==> config.mk <==
export PLATFORM = sky130hd
export DESIGN_NAME = ram64_arbiter
export DESIGN_NICKNAME = d
export VERILOG_FILES = /design/src/rtl/ram64_arbiter.sv
export SDC_FILE = /design/constraint.sdc
export NUM_CORES = 1
export LEC_CHECK = 0
export BUFFER_PORTS_ARGS = -buffer_cell sky130_fd_sc_hd__buf_2
export CAP_MARGIN = 20
export CORE_MARGIN = 1
export CORE_UTILIZATION = 45
export DETAILED_ROUTE_END_ITERATION = 12
export PLACE_DENSITY = 0.82
export SLEW_MARGIN = 10
export SYNTH_ARGS = -nofsm -noshare
export SYNTH_HDL_FRONTEND = slang
export SYNTH_SLANG_ARGS = --single-unit
==> constraint.sdc <==
create_clock -name clk -period 2.65 [get_ports clk]
set_input_delay 0.1325 -clock clk [delete_from_list [all_inputs] [get_ports clk]]
set_output_delay 0.1325 -clock clk [all_outputs]
set_load 0.01 [all_outputs]
==> src/rtl/ram64_arbiter.sv <==
// Two-port round-robin controller for a 64x16 RAM64 block: clears the array after
// reset, then serialises single-word read/write transactions using req/ack handshakes.
module ram64_arbiter #(
    parameter bit          CLEAR_ON_RESET = 1'b1,
    parameter logic [15:0] CLEAR_VALUE    = 16'h0000
) (
    input  logic        clk,
    input  logic        rst,
    input  logic        req0,
    input  logic        req1,
    input  logic        we0,
    input  logic        we1,
    input  logic [5:0]  adr0,
    input  logic [5:0]  adr1,
    input  logic [15:0] wdata0,
    input  logic [15:0] wdata1,
    output logic        ack0,
    output logic        ack1,
    output logic [15:0] rdata,
    output logic        busy,
    output logic        ram_e,
    output logic        ram_w,
    output logic        ram_r,
    output logic [5:0]  ram_adr,
    output logic [15:0] ram_din,
    input  logic [15:0] ram_dout
);

    typedef enum logic [1:0] {CLEAR, IDLE, ACCESS, ACK} state_e;

    state_e      state_q;
    logic [5:0]  cnt_q;
    logic        last_grant_q;
    logic        grant_q;
    logic        we_q;
    logic [5:0]  adr_q;
    logic [15:0] wdata_q;
    logic [15:0] rdata_q;
    logic        grant_d;

    // Port 1 wins when it is the only requester, or on a tie when port 0 was served last.
    assign grant_d = req1 && (!req0 || !last_grant_q);

    always_ff @(posedge clk or posedge rst) begin
        if (rst) begin
            state_q      <= CLEAR_ON_RESET ? CLEAR : IDLE;
            cnt_q        <= '0;
            last_grant_q <= 1'b1;
            grant_q      <= 1'b0;
            we_q         <= 1'b0;
            adr_q        <= '0;
            wdata_q      <= '0;
            rdata_q      <= '0;
        end else begin
            case (state_q)
                CLEAR: begin
                    cnt_q <= cnt_q + 6'd1;
                    if (cnt_q == 6'd63) state_q <= IDLE;
                end
                IDLE: begin
                    if (req0 || req1) begin
                        grant_q      <= grant_d;
                        last_grant_q <= grant_d;
                        we_q         <= grant_d ? we1 : we0;
                        adr_q        <= grant_d ? adr1 : adr0;
                        wdata_q      <= grant_d ? wdata1 : wdata0;
                        state_q      <= ACCESS;
                    end
                end
                ACCESS: begin
                    if (!we_q) rdata_q <= ram_dout;
                    state_q <= ACK;
                end
                ACK:     state_q <= IDLE;
                default: state_q <= IDLE;
            endcase
        end
    end

    // Strobes decode straight from state so nothing reaches the RAM while rst is high.
    always_comb begin
        ram_e   = 1'b0;
        ram_w   = 1'b0;
        ram_r   = 1'b0;
        ram_adr = '0;
        ram_din = '0;
        busy    = 1'b0;
        ack0    = 1'b0;
        ack1    = 1'b0;
        if (!rst) begin
            case (state_q)
                CLEAR: begin
                    ram_e   = 1'b1;
                    ram_w   = 1'b1;
                    ram_adr = cnt_q;
                    ram_din = CLEAR_VALUE;
                    busy    = 1'b1;
                end
                ACCESS: begin
                    ram_e   = 1'b1;
                    ram_w   = we_q;
                    ram_r   = !we_q;
                    ram_adr = adr_q;
                    ram_din = wdata_q;
                end
                ACK: begin
                    ack0 = !grant_q;
                    ack1 = grant_q;
                end
                default: ;
            endcase
        end
    end

    assign rdata = rdata_q;

endmodule

* After elaboration in Yosys (flattened, before gate mapping)
Cells that the tools add are included.
Storage, ports and cells: bits in latches 0, bits of input ports 66, register bits 49, memory bits (read-only) 0, bits in writable memories 0, memories kept 0, word-level logic and storage cells 50
Cells by class: reduce and logical (&&, ||, !) cells 12, divide/modulo/power cells 0, shifts and indexed selects 0, mux-type cells 22, add/subtract/negate cells 1, equal/unequal tests 6, bitwise gates (word level) 1, $lt $le $gt $ge 0, multiply operators 0
Operators by type and width (number):
- $mux 16 | 3
- $mux 1 | 12
- $mux 6 | 2
- $pmux 6 s2 | 1
- $pmux 2 s4 | 1
- $add 6x1->6 const B | 1
- $eq 6x6->1 const B | 1
- $reduce_and 2->1 | 3
- $eq 2x2->1 const B | 2
- $logic_not 1->1 | 4
- $mux 2 | 2
- $ne 2x2->1 const B | 2
- $eq 2x1->1 const B | 1
- $logic_not 2->1 | 1
- $logic_or 1x1->1 | 2
- $pmux 1 s2 | 1
- $reduce_or 2->1 | 1
- $logic_and 1x1->1 | 1
- $not 1->1 | 1

* Logic depth before layout (Yosys ltp)
Gate-level depths: netlist of the first run.
word-level depth 4, mapped depth 7, gate-level depth less buffers 5

* Worst setup path before layout of the first run
OpenSTA, ideal clock, no wires.
path type in2out, start input rst, end output ack1, cell stages on the path 2, arrival time 1.500 ns, path slack 1.018 ns, data required time 2.518 ns, path through inv_1 > and3_1
Between the ends: longest elaborated chain between the ends 1
Ends and longest elaborated chain:
- start, declared | RTL line 8 | input logic rst,
- $mux 1 | RTL line 90 | if (!rst) begin
- end, declared | RTL line 18 | output logic ack1,
Every way passes these cells.

* Worst setup path in the final report of the first run
start register state_q[0], end output ram_adr[2]
Between the ends: longest elaborated chain between the ends 3
Ends and longest elaborated chain:
- start, declared | RTL line 31 | state_e state_q;
- start signal, assigned | RTL line 46 | state_q <= CLEAR_ON_RESET ? CLEAR : IDLE;
- $eq 2x2->1 / $logic_not 2->1 (equally long branches) | RTL line 91 | case (state_q)
- $pmux 6 s2 (*) | RTL line 91
- $mux 6 (*) | RTL line 90
- end, declared | RTL line 24 | output logic [5:0] ram_adr,
Mark *: on every way between the ends. The rest lies on a longest branch, timed or not.

==> results of run 1 <==
-- registers in the layout, summed over array words and instances, names as in the netlist --
name,flops
state_q,2
wdata_q,16
we_q,1
grant_q,1
adr_q,6
rdata,16
cnt_q,6
last_grant_q,1
-- Yosys cell counts (all sizes together) (2+ instances only) --
cell    count  area [um^2]
a21boi      2         18.8
a22o        7         61.3
and2       16          100
buf        11          104
clkbuf      3         12.5
dfrtp      48         1200
ha          6         75.1
inv         3         11.3
mux2       18          203
mux2i      24          240
nand2      25         93.8
nand4       2         12.5
nor2        2         7.51
nor2b       4         25.0
o21ai      24          120
xnor2       3         26.3
xor2        2         17.5
-- layer usage --
| layer | up-vias | GRT usage, % | share of wire, % |
|---|---|---|---|
| met4 | 0 | 6.17 | 0.70 |
| li1 | 932 | - | - |
| met2 | 75 | 32.0 | 50 |
| met3 | 4 | 3.48 | 6.1 |
| met5 | - | 0 | 0 |
| met1 | 824 | 20.7 | 44 |
-- area by class of cell --
class,instances,area [um^2],area share [%]
Tap cell,70,87.6,2.82
Clock buffer,7,86.3,2.78
Multi-Input combinational cell,143,1080,34.7
Sequential cell,49,1230,39.5
Timing Repair Buffer,114,586,18.8
Inverter,3,11.3,0.362
Clock inverter,1,30.0,0.967
-- report_power, final --
part           switching [mW]  internal (mW)  leakage [nW]
Clock                   0.227          0.308        0.0585
Combinational           0.624          0.610         0.980
Sequential              0.221           1.12         0.594
-- cells by family (layout without fill, tap and decap cells) --
group           after synthesis  in the layout  synth area share [%]
flops                        49             49                  50.8
mux                          42             42                  18.3
simple gates                 53             53                  10.9
buf+inv                      17            125                  5.28
fa+ha+maj                     6              6                  3.11
xor+xnor                      5              5                  1.81
compound gates               37             37                  9.69
-- worst max path at each step --
| stage | end | slack, ns | depth (start not counted) |
|---|---|---|---|
| 6_report | ram_adr[2] | 0.39 | 5 |
| 5_1_grt | ram_adr[2] | 0.25 | 5 |
| 4_1_cts | ram_adr[2] | 0.38 | 5 |
| 3_5_place_dp | ram_adr[2] | 0.73 | 5 |
| 3_3_place_gp | ram_adr[5] | 0.88 | 5 |
| 2_1_floorplan | ack1 | 1.02 | 2 |
-- stage by stage --
step | util, % | instances | instance area (um^2)
2_1_floorplan | - | 209 | 2410
3_3_place_gp | 58.0 | 378 | 2980
3_5_place_dp | 58.0 | 378 | 2980
4_1_cts | 60.4 | 387 | 3110
5_1_grt | 60.4 | 387 | 3110
6_report | 60.4 | 387 | 3110
-- repair_timing --
item                                   in CTS  in global routing
endpoints found under the hold margin      20                  0
hold buffers                                1                  0
setup buffers                               0                  0
-- worst max-delay path, delay by kind of cell (launching register included) --
family / cells / cell delay [ns]
simple gates: 1 / 0.57
compound gates: 1 / 0.23
fa+ha+maj: 1 / 0.35
buf+inv: 2 / 0.25
flops: 1 / 0.42
==> metrics.txt, run 1 <==
Hold Crit Depth=2; post-synthesis sequential area ratio=approximately half; routability congestion estimate=around 0.8; fillers=449; reg2reg setup slack=0.92 ns; GRT Total Usage=~18%; outcome=completed; Post-DRT Antenna Nets=0; initial cell density of the core=47.0%; Data arrival, critical path=around 2.1 ns; Synth Cell Area=0.00241 mm^2; VDD IR max=453 uV; global-route wire length before repair=approximately 7400 um; post-cts resize count=0; post-synthesis async set-or-reset flop share=100%; WL/cell=about 12 um; CP Launch Type=register; clock tree from TritonCTS=done; largest net degree at the start of global routing=48; DRC=0; CP max stage delay=0.57 ns; Routed WL=4680 um; RSZ-0062 raised after global routing=no; reg2reg start=state_q[0]$_DFFE_PP0P_; Port Buffers=109; Iteration-0 DRC Markers=26; r2r endpoint=state_q[1]$_DFFE_PP0P_; Top FF cell, synth=dfrtp_1; H-tree depth=2; Fin Clk Skew=between 0.01 and 0.015 ns; crit path from=state_q[0]$_DFFE_PP0P_; Leakage=around 1.6 nW; fin nets=388; Post-Route Setup TNS=0 ns; vias post-DR=roughly 1800; initial antenna violation count=0; share of layout cells above drive strength 1=45.1%; most frequent cells in the layout=buf_2, dfrtp_1, nand2_1; TritonRoute pass-1 iters=2; Skew-Pair Late Insertion Delay=roughly 0.30 ns; minimum clock period=roughly 2.3 ns; Hold Startpoint=ram_dout[12]; Cells after Synth=approximately 210; WHS Endpoint=rdata[12]$_DFFE_PP0P_; Hold Fails Final Rpt=0; vias in the first global route=1661; fin crit share=roughly 85%; die area=between 0.005 and 0.006 mm^2; Worst Hold Class=input port to register; global route overflow=0; YS warnings=0; WS Path Type=register to primary output; area growth from synthesis to layout=28.7%; Pins Over Slew Limit=0; Avg Inst Size Synth=around 12 um^2; EDFF count, synth=0; CTS buffer count=5; Die Wd=approximately 75 um; hold_ws=0.0637 ns; Critical Path Sink Type=primary output; Rel. slew slack=between 30% and 40%; pre-CTS setup slack=roughly 0.73 ns; # rows=26; clk root buf=clkbuf_8; drt via density=between 4 and 5; Achievable Freq=about 440 MHz; Placeable Area=0.00514 mm^2; Max-Cap Viols=0; Worst Path Max Fanout=9; Final Power=3.11 mW; slowest cell on the critical path=nor2b_1; number of diodes=0; Synth Register Bits=between 40 and 50; crit path cell chain=inv_1 > ha_1 > nor2b_1 > a22o_1 > buf_2; height of the chip=about 75 um; CTS Buffer Depth=2; worst reg2reg path depth=5; clock-pin slew on the worst setup and hold paths=around 0.09 ns; critical path required time=about 2.5 ns; final setup fails=0; Mapped Nets=between 200 and 300; Cell variety after synth=32; Final WS setup=a little under 0.4 ns; Post-DP HPWL=~3600 um; P per Cell Area=1000 mW/mm^2; CTS Sinks=49; Worst-Margin Slew=0.979 ns; commonest non-fill, non-tap cell in the layout=buf_2; I/O pin count=110
(Power assumes the default switching activity.)
==> run 2: changes to the inputs <==
- REMOVE_ABC_BUFFERS: default -> 1
==> run 2 against run 1 <==
  * Utilization rose by 0.24 points
  * Worst hold slack worse by 0.035 ns
  * Design area rose by 0.40%
  * Via count is 2.1% higher
  * Critical endpoint is now ram_adr[1]
  * Highest routed layer unchanged
==> metrics.txt, run 2 (synthesis results as in run 1) <==
outcome=completed; global-route wire length before repair=between 7000 and 8000 um; most frequent cells in the layout=buf_2, dfrtp_1, nand2_1; fin nets=roughly 400; critical path required time=~2.5 ns; Placeable Area=0.00514 mm^2; share of layout cells above drive strength 1=roughly 46%; VDD IR max=just over 400 uV; vias in the first global route=between 1500 and 2000; initial cell density of the core=47.0%; Max-Cap Viols=0; fin crit share=84.1%; die area=between 0.005 and 0.006 mm^2; commonest non-fill, non-tap cell in the layout=buf_2; # rows=26; reg2reg start=state_q[0]$_DFFE_PP0P_; H-tree depth=2; CP max stage delay=0.45 ns; final cell count without fillers=slightly below 400; vias post-DR=1873; final instance area=a little over 0.003 mm^2; GRT Total Usage=about 18%; Critical Path Sink Type=primary output; Worst path top cell family by delay=simple AND/OR/NAND/NOR gates; area growth from synthesis to layout=29.2%; WL/cell=12.3 um; Post-DRT Antenna Nets=0; DRC=0; slowest cell on the critical path=nor2b_1; metal3 WL=~330 um; height of the chip=between 70 and 80 um; Post-DP HPWL=3670 um; critical path buffer and inverter count=3; clk root buf=clkbuf_8; crit path cell chain=inv_1 > ha_1 > nor2b_1 > buf_4 > a22o_1 > buf_2; CTS buffer count=5; met2 routed WL=2240 um; largest net degree at the start of global routing=50; pre-CTS setup slack=around 0.79 ns; Die Wd=roughly 75 um; dpl cell area=0.00300 mm^2; multi-input logic area=between 0.001 and 0.0015 mm^2; final core occ=between 60% and 70%; Worst-Margin Slew=a little under 1 ns; WS Path Type=register to primary output; Rel. slew slack=roughly a third; global route overflow=0; hold_ws=between 0.02 and 0.03 ns; clock-pin slew on the worst setup and hold paths=around 0.09 ns; Hold Buf Count CTS=0; drt via density=4.81; final setup fails=0; post-cts resize count=0; number of diodes=0; FF+latch area=about 0.0012 mm^2; Final WS setup=0.421 ns; Worst Hold Class=input port to async pin; CTS Sinks=a little under 50; CP Launch Type=register; crit path from=state_q[0]$_DFFE_PP0P_; setup bufs post-CTS=0; P per Cell Area=1000 mW/mm^2; Pins Over Slew Limit=0; Hold Fails Final Rpt=0; top sig layer=met4; routability congestion estimate=a little under 0.8; RSZ-0062 raised after global routing=no; TritonRoute pass-1 iters=4; met1 WL=between 2000 and 2500 um; Data arrival, critical path=roughly 2.1 ns; Skew-Pair Late Insertion Delay=a little under 0.3 ns; fillers=between 400 and 500; initial antenna violation count=0; clock tree from TritonCTS=done; minimum clock period=between 2 and 2.5 ns; Iteration-0 DRC Markers=64; Port Buffers=about 110; Routed WL=between 4000 and 5000 um; Fin Clk Skew=between 0.005 and 0.006 ns; Final Power=roughly 3.1 mW; CTS Buffer Depth=2; Worst Path Max Fanout=8; Leakage=~1.6 nW; Post-Route Setup TNS=0 ns; Achievable Freq=about 450 MHz; I/O pin count=110; placed cell count=about 380
-- run 2: cell types whose count changed in the layout (fill, tap and decap cells not counted) --
cell / previous run / this run
dlygate4sd3_1: 1 / 0
buf_4: 4 / 7
-- run 2: metal layers --
| layer | track usage (%) | up-vias |
|---|---|---|
| li1 | - | 937 |
| met1 | 20.8 | 850 |
| met2 | 32.0 | 82 |
| met3 | 4.42 | 4 |
| met4 | 4.32 | 0 |
| met5 | 0 | - |
-- run 2: final timing paths --
path / slack [ns] / cells past startpoint / end
min reg2reg: 0.48 / 2 / wdata_q[2]$_DFFE_PP0P_
max: 0.42 / 6 / ram_adr[1]
max reg2reg: 0.92 / 5 / state_q[1]$_DFFE_PP0P_
max in group asynchronous: 2.23 / 3 / adr_q[3]$_DFFE_PP0P_
min: 0.03 / 3 / state_q[1]$_DFFE_PP0P_
min in group clk: 0.07 / 2 / rdata[7]$_DFFE_PP0P_
-- run 2: area by class of cell --
class	count	area share, %
flip-flops and latches	49	39.4
well taps	70	2.81
repair buffers	116	19.2
inverters	3	0.361
multi-input cells	143	34.6
clock inverters	1	0.963
clock buffers	7	2.77
-- run 2: report_power, final --
part	total, mW	switching, mW	internal [mW]
clock	0.537	0.229	0.308
sequential	1.34	0.218	1.12
combinational	1.26	0.633	0.622
total	3.13	1.08	2.05
-- run 2: worst register-to-register path: cells and delay by family (launching register included) --
kind	cells	cell delay (ns)
AO/OA/AOI/OAI	2	0.45
buffers and inverters	1	0.10
flip-flops	1	0.41
adder cells (fa/ha/maj)	1	0.32
multiplexers	1	0.35
==> run 3: changes to the inputs <==
- clock period: 2.65 -> 2.2 ns (I/O delays scaled with it)
==> run 3 against run 2 <==
  * Clock power down 6.0%
  * Wire length up 2.8%
  * Design area down 0.36%
  * Die area unchanged
  * Critical path type unchanged
==> metrics.txt, run 3 (synthesis results as in run 1) <==
Leakage=between 1.5 and 2 nW; TritonRoute pass-1 iters=3; VDD IR max=471 uV; DRC=0; area growth from synthesis to layout=28.7%; Achievable Freq=approximately 500 MHz; WL/cell=about 13 um; slowest cell on the critical path=dfrtp_1; global route overflow=0; WS Path Type=register to primary output; Skew-Pair Late Insertion Delay=slightly below 0.3 ns; Data arrival, critical path=between 1.5 and 2 ns; clk root buf=clkbuf_8; Worst Hold Class=input port to register; Post-DRT Antenna Nets=0; Max-Cap Viols=0; setup bufs post-CTS=0; vias post-DR=between 1500 and 2000; Pins Over Slew Limit=0; CP Launch Type=register; vias in the first global route=about 1800; height of the chip=approximately 75 um; CP max stage delay=0.43 ns; initial cell density of the core=~47%; Final Power=~3.7 mW; CTS buffer count=5; clock tree from TritonCTS=done; clock-pin slew on the worst setup and hold paths=0.09 ns; final setup fails=0; initial antenna violation count=0; most used routing layer=met2; routability congestion estimate=between 0.8 and 0.9; Fin Clk Skew=0.00560 ns; Worst Path Max Fanout=8; crit path cell chain=inv_1 > ha_2 > nor2b_2 > buf_4 > a22o_1 > buf_2; fin nets=~400; Iteration-0 DRC Markers=50; number of diodes=0; minimum clock period=approximately 2 ns; final core occ=between 60% and 70%; outcome=completed; largest net degree at the start of global routing=48; dpl cell area=between 0.002 and 0.003 mm^2; crit path from=state_q[0]$_DFFE_PP0P_; Routed WL=4920 um; Placeable Area=0.00514 mm^2; pre-CTS setup slack=~0.35 ns; critical path required time=2.09 ns; I/O pin count=110; Port Buffers=between 100 and 150; global-route wire length before repair=between 7000 and 8000 um; Post-Route Setup TNS=0 ns; Critical Path Sink Type=primary output; H-tree depth=2; Hold Fails Final Rpt=0; GRT met1 Usage=a little over 20%; most frequent cells in the layout=buf_2, dfrtp_1, nand2_1; met3 GRT Util=5.35%; final instance area=0.00311 mm^2; RSZ-0062 raised after global routing=no; met2 capacity usage during global routing=about a third; drt via density=4.81; critical path buffer and inverter count=3; die area=between 0.005 and 0.006 mm^2; Final WS setup=0.202 ns; # rows=26; reg2reg start=last_grant_q$_DFFE_PP1P_; Die Wd=between 70 and 80 um; fin crit share=around nine tenths; GRT Total Usage=~18%; commonest non-fill, non-tap cell in the layout=buf_2; P per Cell Area=1180 mW/mm^2; CTS Buffer Depth=2; CTS Sinks=49; Worst-Margin Slew=slightly above 1 ns; share of layout cells above drive strength 1=a little under half; Rel. slew slack=a little under a third; Worst path top cell family by delay=buffers and inverters; Hold Startpoint=ram_dout[0]
[run 3: per-stage QoR]
step | instances | hold WS [ns]
6_report | 388 | 0.0423
5_1_grt | 388 | 0.0360
4_1_cts | 387 | 0.0397
3_5_place_dp | 378 | 0.121
3_3_place_gp | 378 | 0.118
2_1_floorplan | 195 | 0.180
[run 3: worst paths after layout]
path | to | slack [ns] | cells past startpoint
min in group asynchronous | rdata[8]$_DFFE_PP0P_ | 0.37 | 3
min reg2reg | wdata_q[7]$_DFFE_PP0P_ | 0.48 | 2
min | rdata[0]$_DFFE_PP0P_ | 0.04 | 2
max reg2reg | wdata_q[3]$_DFFE_PP0P_ | 0.49 | 3
max | ram_adr[4] | 0.20 | 6
max in group asynchronous | last_grant_q$_DFFE_PP1P_ | 1.06 | 4
[run 3: layout make-up]
| type | instances | area [um^2] |
|---|---|---|
| repair buffers | 115 | 613 |
| clock buffers | 6 | 72.6 |
| flip-flops and latches | 49 | 1230 |
| multi-input cells | 143 | 1090 |
| fillers | 475 | 2030 |
| clock inverters | 2 | 10.0 |
| inverters | 3 | 11.3 |
| well taps | 70 | 87.6 |
[run 3: what timing repair did]
| item | in CTS | in global routing |
|---|---|---|
| hold endpoints to repair | 16 | 0 |
| endpoints found under the setup margin | 0 | 12 |
| hold buffers | 1 | 0 |
| gates resized for setup | 0 | 3 |
[run 3: per-layer routing]
layer / wire (um) / share of wire, %
met2: 2350 / 48
met5: 0 / 0
met1: 2160 / 44
met3: 381 / 7.7
met4: 31 / 0.63
[run 3: worst register-to-register path: stages (launching register included)]
cell      delay, ns
dfstp_2        0.40
a21boi_4       0.81
mux2i_1        0.26
o21ai_0        0.11
[run 3: power by group]
part / internal, mW / leakage, nW / switching (mW)
clock: 0.221 / 0.0450 / 0.284
combinational: 0.787 / 0.993 / 0.771
sequential: 1.35 / 0.594 / 0.264
